[config.mk]
export PLATFORM = sky130hd
export DESIGN_NAME = seg_scan_ctrl
export DESIGN_NICKNAME = d
export VERILOG_FILES = /design/src/rtl/seg_scan_ctrl.sv
export SDC_FILE = /design/constraint.sdc
export NUM_CORES = 1
export LEC_CHECK = 0
export CORE_ASPECT_RATIO = 2
export CORE_MARGIN = 2
export CORE_UTILIZATION = 55
export CTS_BUF_LIST = sky130_fd_sc_hd__clkbuf_4
export CTS_CLUSTER_DIAMETER = 120
export DETAILED_ROUTE_END_ITERATION = 12
export GPL_TIMING_DRIVEN = 0
export PLACE_DENSITY = 0.77
export SETUP_SLACK_MARGIN = 0.2
export SLEW_MARGIN = 20
export SYNTH_ARGS = -nofsm -noshare
export SYNTH_HDL_FRONTEND = slang
export SYNTH_SLANG_ARGS = --single-unit
[constraint.sdc]
create_clock -name Clk -period 3.22 [get_ports Clk]
set_input_delay 0.644 -clock Clk [delete_from_list [all_inputs] [get_ports Clk]]
set_output_delay 0.644 -clock Clk [all_outputs]
set_load 0.005 [all_outputs]
[src/rtl/seg_scan_ctrl.sv]
// Time-multiplexed scan controller for a common-anode 7-segment bank.
// Feeds an external hex decoder one digit at a time and double-buffers the displayed value.
module seg_scan_ctrl #(
    parameter int NUM_DIGITS   = 4,
    parameter int REFRESH_DIV  = 50000,
    parameter int BLANK_CYCLES = 2
) (
    input  logic                    Clk,
    input  logic                    Rst,
    input  logic                    load,
    input  logic [4*NUM_DIGITS-1:0] value_in,
    input  logic [NUM_DIGITS-1:0]   blank_in,
    input  logic                    lz_suppress,
    output logic                    load_ack,
    output logic [3:0]              dec_num,
    input  logic [6:0]              dec_seg,
    output logic [6:0]              seg_out,
    output logic [NUM_DIGITS-1:0]   an_out,
    output logic                    frame_done
);

    localparam int CNT_MAX = (REFRESH_DIV > BLANK_CYCLES) ? REFRESH_DIV : BLANK_CYCLES;
    localparam int CNT_W   = $clog2(CNT_MAX);
    localparam int IDX_W   = $clog2(NUM_DIGITS);

    localparam logic [CNT_W-1:0] BLANK_LAST = CNT_W'(BLANK_CYCLES - 1);
    localparam logic [CNT_W-1:0] DRIVE_LAST = CNT_W'(REFRESH_DIV - 1);
    localparam logic [IDX_W-1:0] IDX_LAST   = IDX_W'(NUM_DIGITS - 1);

    localparam logic [1:0] ST_BLANK = 2'd0;
    localparam logic [1:0] ST_DRIVE = 2'd1;
    localparam logic [1:0] ST_FRAME = 2'd2;

    logic [1:0]              state;
    logic [CNT_W-1:0]        cnt;
    logic [IDX_W-1:0]        idx;
    logic [4*NUM_DIGITS-1:0] active_val;
    logic [NUM_DIGITS-1:0]   active_blank;
    logic [4*NUM_DIGITS-1:0] shadow_val;
    logic [NUM_DIGITS-1:0]   shadow_blank;
    logic                    pending;
    logic                    supp;

    // Dark if blanked, or a leading zero (this nibble and all higher ones zero); digit 0 always shows.
    function automatic logic digit_suppressed(
        input logic [4*NUM_DIGITS-1:0] val,
        input logic [NUM_DIGITS-1:0]   blk,
        input logic                    lz,
        input logic [IDX_W-1:0]        d
    );
        logic upper_zero;
        upper_zero = 1'b1;
        for (int k = 0; k < NUM_DIGITS; k++) begin
            if (k >= int'(d) && val[4*k +: 4] != 4'd0)
                upper_zero = 1'b0;
        end
        return blk[d] | (lz & (d != '0) & upper_zero);
    endfunction

    assign supp       = digit_suppressed(active_val, active_blank, lz_suppress, idx);
    assign dec_num    = active_val[4*idx +: 4];
    assign frame_done = (state == ST_FRAME);
    assign load_ack   = frame_done & (pending | load);
    assign an_out     = (state == ST_DRIVE && !supp) ? ~(NUM_DIGITS'(1) << idx) : '1;

    // Shadow buffer is pure data; the pending flag qualifies it.
    always_ff @(posedge Clk) begin
        if (load) begin
            shadow_val   <= value_in;
            shadow_blank <= blank_in;
        end
    end

    always_ff @(posedge Clk or negedge Rst) begin
        if (!Rst) begin
            state        <= ST_BLANK;
            cnt          <= '0;
            idx          <= '0;
            seg_out      <= 7'b1111111;
            active_val   <= '0;
            active_blank <= '1;
            pending      <= 1'b0;
        end else begin
            if (state == ST_FRAME)
                pending <= 1'b0;
            else if (load)
                pending <= 1'b1;

            case (state)
                ST_BLANK: begin
                    if (cnt == BLANK_LAST) begin
                        seg_out <= supp ? 7'b1111111 : dec_seg;
                        state   <= ST_DRIVE;
                        cnt     <= '0;
                    end else begin
                        cnt <= cnt + 1'b1;
                    end
                end
                ST_DRIVE: begin
                    if (cnt == DRIVE_LAST) begin
                        cnt <= '0;
                        if (idx == IDX_LAST) begin
                            state <= ST_FRAME;
                        end else begin
                            idx   <= idx + 1'b1;
                            state <= ST_BLANK;
                        end
                    end else begin
                        cnt <= cnt + 1'b1;
                    end
                end
                ST_FRAME: begin
                    // A load landing in this very cycle wins over the older shadow copy.
                    if (load) begin
                        active_val   <= value_in;
                        active_blank <= blank_in;
                    end else if (pending) begin
                        active_val   <= shadow_val;
                        active_blank <= shadow_blank;
                    end
                    idx   <= '0;
                    cnt   <= '0;
                    state <= ST_BLANK;
                end
                default: begin
                    idx   <= '0;
                    cnt   <= '0;
                    state <= ST_BLANK;
                end
            endcase
        end
    end

endmodule
### Word level (Yosys, flattened, before mapping)

Cells that the tools add are included.

* divide/modulo/power cells: 0
* equal/unequal tests: 8
* $mul: 0
* add/sub/neg operators: 2
* order comparisons: 4
* reduce and logical (&&, ||, !) cells: 17
* multiplexer cells: 24
* bitwise gates (word level): 7
* shifts and indexed selects: 2

Operators with widths (number)
* two-way mux 16 bit: 4
* one-hot mux 16 bit (2 select lines): 1
* adder 16 x 1 -> 16 bit, second input constant: 1
* == test 16 x 1 -> 1 bit, second input constant: 1
* == test 16 bit, second input constant: 1
* nonzero test 4 bit: 4
* variable part select 16 x 5 -> 4 bit: 1
* two-way mux 4 bit: 3
* two-way mux 2 bit: 5
* one-hot mux 2 bit (2 select lines): 2
* two-way mux 1 bit: 7
* two-way mux 7 bit: 1
* AND reduction 2 bit: 3
* nonzero test 2 bit: 3
* == test 2 bit, second input constant: 2
* greater-or-equal comparator 1 x 2 -> 1 bit, first input constant: 2
* logical AND 1 bit: 4
* != test 2 bit, second input constant: 2
* inverter 4 bit: 1
* << shifter 1 x 2 -> 4 bit, first input constant: 1
* bitwise AND 1 bit: 3
* < comparator 2 x 3 -> 1 bit, second input constant: 1
* AND reduction 3 bit: 1
* adder 2 x 1 -> 2 bit, second input constant: 1
* other kinds (8): 9

* bits in read-only memories: 0
* memories: 0
* register bits after elaboration: 68
* RAM bits: 0
* output and inout bits: 17
* bits in latches: 0
* input bits: 31

### Longest topological paths before layout

Gate-level depths: netlist of run 1.

* depth in word-level cells: 11
* mapped depth: 9

### Worst setup path after synthesis of run 1

No wires, ideal clock.

* path kind: register to output
* start: register idx[0]
* end: output port an_out[0]
* required time: 2576 ps
* cell stages (with the launch flop): 9
* path slack: 669 ps
* data arrival time: 1907 ps
* path through: dfrtp_1 -> buf_2 -> inv_1 -> ha_1 -> or4b_1 -> nor4_1 -> nor2_1 -> buf_2 -> nand3_1

* cells in the longest elaborated chain, start to end: 11
* elaborated cells on any way between the ends: 21
* classes of those cells: order compare: 3; shift: 1; mux: 7; bitwise: 4; reduce/logical: 6

Ends and longest elaborated chain
* from (decl): line 36 `logic [IDX_W-1:0] idx;`
* from (signal assigned): line 105 `idx <= idx + 1'b1;`
* greater-or-equal comparator 1 x 2 -> 1 bit: line 54 `if (k >= int'(d) && val[4*k +: 4] != 4'd0)`
* logical AND 1 bit: line 54
* two-way mux 1 bit (4 in series): line 54
* bitwise AND 1 bit: line 57 `return blk[d] | (lz & (d != '0) & upper_zero);`
* OR 1 bit: line 57
* zero test 1 bit: line 64 `assign an_out = (state == ST_DRIVE && !supp) ? ~(NUM_DIGITS'(1) << idx) : '1;`
* logical AND 1 bit: line 64
* two-way mux 4 bit *: line 64
* to (decl): line 18 `output logic [NUM_DIGITS-1:0] an_out,`

Mark *: on every way between the ends. The rest lies on a longest branch, timed or not. The select of a mux whose other input is x is not followed.

### Worst setup path after layout of run 1

* start: register idx[0]
* end: output port an_out[2]

Same word-level chain as after synthesis.

==> impl_metrics.tcl, run 1 <==
set metrics [dict create \
    netlist-cell-type-count 31 \
    worst_setup_path_start_kind "flop" \
    timing.critical_path.to "an_out[2]" \
    reg2reg_depth 18 \
    period_minus_slack_ps 3090 \
    synth_top_family_by_area "simple AND/OR/NAND/NOR gates" \
    finalCritPeriodShare_pct 95.9 \
    synthArstFlopShare_pct 70.6 \
    final-hold-violation-count 0 \
    ys_warn_count 0 \
    synth_compound_area_share_pct 5.51 \
    p_per_area_mw_per_mm2 372 \
    hold_ws_ps 172 \
    grt_start_max_net_pins 30 \
    path_clk_slew_ps 100 \
    final_cells 408 \
    cts_tree "yes" \
    drt_first_iter_violations 80 \
    cts-buffers-inserted 9 \
    gp_congestion 0.770 \
    p_sw_uw 337 \
    drive_above_1_share_pct 24.1 \
    avgSynthCellArea_um2 11.7 \
    p_comb_share_pct 6.9 \
    area.growth.synth_to_final_pct 29.8 \
    synth_common_cells "nor2_1 (59), dfrtp_1 (37), a21oi_1 (27), mux2i_1 (21), edfxtp_1 (20)" \
    maxCapViolCount 0 \
    cts_max_path_buffers 2 \
    skew_ps 13.4 \
    min_path_type "in2async" \
    fillerInstances 384 \
    synthSimpleGateAreaFrac_pct 16.6 \
    htree_levels 3 \
    required_ps 2580 \
    timing.rr.start "idx[0]$_DFFE_PN0P_" \
    syn_area_mm2 0.00309 \
    die_width_um 57.0 \
    coreArea_mm2 0.00542 \
    vdd_drop_max_mv 0.391 \
    synth_mux_area_share_pct 10.4 \
    worstPathMaxFanout 5 \
    yosysSeqAreaShare_pct 58.7 \
    wl_um 7360 \
    drc 0 \
    dp_slack_ps -552 \
    crit_start "idx[0]$_DFFE_PN0P_" \
    detail-route-antenna-nets 0 \
    initial_utilization_pct 57.0 \
    synth-seq-cells 68 \
    clockRootBuffer "clkbuf_4" \
    synthXorXnorAreaFrac_pct 3.97 \
    clock.fmax_ghz 0.324 \
    internal_power_mw 1.15 \
    cts.sink_count 68 \
    rsz0062_at_grt "true" \
    finalSetupViolations 0 \
    p_clk_share_pct 30.9 \
    clk_latency_ps 420 \
    die_h_um 110 \
    p_seq_share_pct 62.2 \
    worst_slew_pin_slew_ps 714 \
    status "finished, final reports clean" \
    nets 380 \
    grt_pass1_wl_um 11400 \
    dp_cells 372 \
    worst_setup_path_end_kind "output port" \
    maxSlewHeadroom_pct 52.4 \
    p_leak_nw 1.75 \
    rrSetupSlack_ps 180 \
    antenna_found_initial 0 \
    drt-wirelength-per-cell_um 18.0 \
    critPathKind "reg2out" \
    port_buffers 47 \
    synth-adder-area-share_pct 2.43 \
    setup_slack_ps 133 \
    syn_nets 301 \
    ys.flop_type "dfrtp_1" \
    synth-edff-count 20 \
    p_sw_share_pct 22.6 \
    n_antenna_cell 0 \
    grt_pass1_vias 2460 \
    synth_top_area_share_pct 30.0 \
    grt_usage_pct 24.7 \
    r2r_end "seg_out[0]$_DFFE_PN1P_" \
    synth_area_leaders "dfrtp_1 (30%), edfxtp_1 (19%), dfstp_2 (9.4%), nor2_1 (7.2%), mux2i_1 (6.8%)" \
    vias 2313 \
    synth_cells 264 \
    overflow 0 \
    yosys.area.top_type "dfrtp_1" \
    drt-vias-per-instance 5.67 \
    critPathArrivalTime_ps 2440 \
    dr.pass1.iters 4 \
    num_io_pins 48 \
    report.final.slew_viol_count 0 \
    num_rows 38 \
    yosysMostFrequentCell "nor2_1" \
    dieArea_mm2 0.00627 \
    dp_hpwl_um 5010 \
]
## registers in the layout, summed over array words and instances (netlist names)
register / count
active_val: 16
cnt: 16
shadow_val: 16
seg_out: 7
active_blank: 4
shadow_blank: 4
idx: 2
state: 2
pending: 1
## how the worst min path moves through the flow
stage	end	slack [ps]
2_1_floorplan	active_val[0]$_DFFE_PN0P_	350
3_3_place_gp	pending$_DFFE_PN0P_	460
3_5_place_dp	cnt[0]$_DFF_PN0_	490
4_1_cts	cnt[7]$_DFF_PN0_	160
5_1_grt	cnt[10]$_DFF_PN0_	180
6_report	cnt[7]$_DFF_PN0_	170
## power by group through the flow
stage               Combinational [mW]  Sequential, mW  Clock [mW]
global route                     0.111           0.930       0.511
CTS                              0.103           0.928       0.469
detailed placement               0.103           0.945           0
floorplan                       0.0266           0.943           0
global placement                0.0989           0.944           0
finish                           0.103           0.928       0.461
## final cells by class
cell class	instances	area (um^2)	area share (%)
Buffer	12	73.8	1.84
Clock buffer	12	90.1	2.25
Clock inverter	4	17.5	0.437
Inverter	4	20.0	0.499
Multi-Input combinational cell	180	1260	31.5
Sequential cell	68	1820	45.3
Tap cell	60	75.1	1.87
Timing Repair Buffer	68	657	16.4
## metrics by stage
stage	util (%)	TNS [ps]	power (mW)	cell area, um^2
2_1_floorplan	-	0	0.970	3090
5_1_grt	74.0	0	1.55	4010
6_report	74.0	0	1.49	4010
3_3_place_gp	67.1	-1510	1.04	3640
4_1_cts	72.0	0	1.50	3900
3_5_place_dp	67.4	-1550	1.05	3650
## cell usage in the layout, fill, tap and decap left out, drive strengths merged, types with 2 or more instances in the layout
cell type / instances
clkinv: 4
dfrtp: 37
ha: 6
nand4: 5
nand3: 10
and4: 2
nor2b: 5
nor3: 4
and3: 2
inv: 4
edfxtp: 20
a21oi: 28
xor2: 7
xnor2: 7
dfstp: 11
nor2: 59
clkdlybuf4s50: 41
buf: 34
nand2: 5
nor4: 5
or4b: 2
mux2i: 21
clkbuf: 17
mux4: 5
nand2b: 2
## per-layer routing
metal | up-vias | routed length [um] | global-route usage [%]
li1 | 1089 | - | -
met1 | 1158 | 2630 | 25.3
met2 | 48 | 4270 | 46.1
met3 | 18 | 214 | 6.53
met4 | 0 | 248 | 10.8
met5 | - | 0 | 0
## logic make-up after synthesis
logic type	Yosys count
AO/OA/AOI/OAI	31
XOR/XNOR	14
adder cells (fa/ha/maj)	6
buffers and inverters	16
flip-flops	68
multiplexers	26
AND/OR/NAND/NOR	103
## repair_timing
action                                  in CTS  in global routing
hold buffers                                 0                  0
pin swaps                                    3                  5
endpoints found under the setup margin       5                  6
hold endpoints to repair                     0                  0
resized for setup                           30                 25
setup buffers                               17                  3
## critical path, cell delays in order, from the launching register on
cell and delay, ps:
dfrtp_1 390, buf_6 130, inv_6 40, ha_4 140, or4b_4 530, nor4_4 360, nor2_2 100, buf_6 150
nand3_2 70, buf_2 120
Power figures use the tool's default switching activity.
==> inputs of run 2 (changes only) <==
- CTS_CLUSTER_DIAMETER: 120 -> 30
==> results of run 2 <==
Final layout, timing and power as in run 1 (identical DEF).
==> inputs of run 3 (changes only) <==
- ABC_AREA: default -> 0
==> results of run 3 <==
Final layout, timing and power as in run 1 (identical DEF).
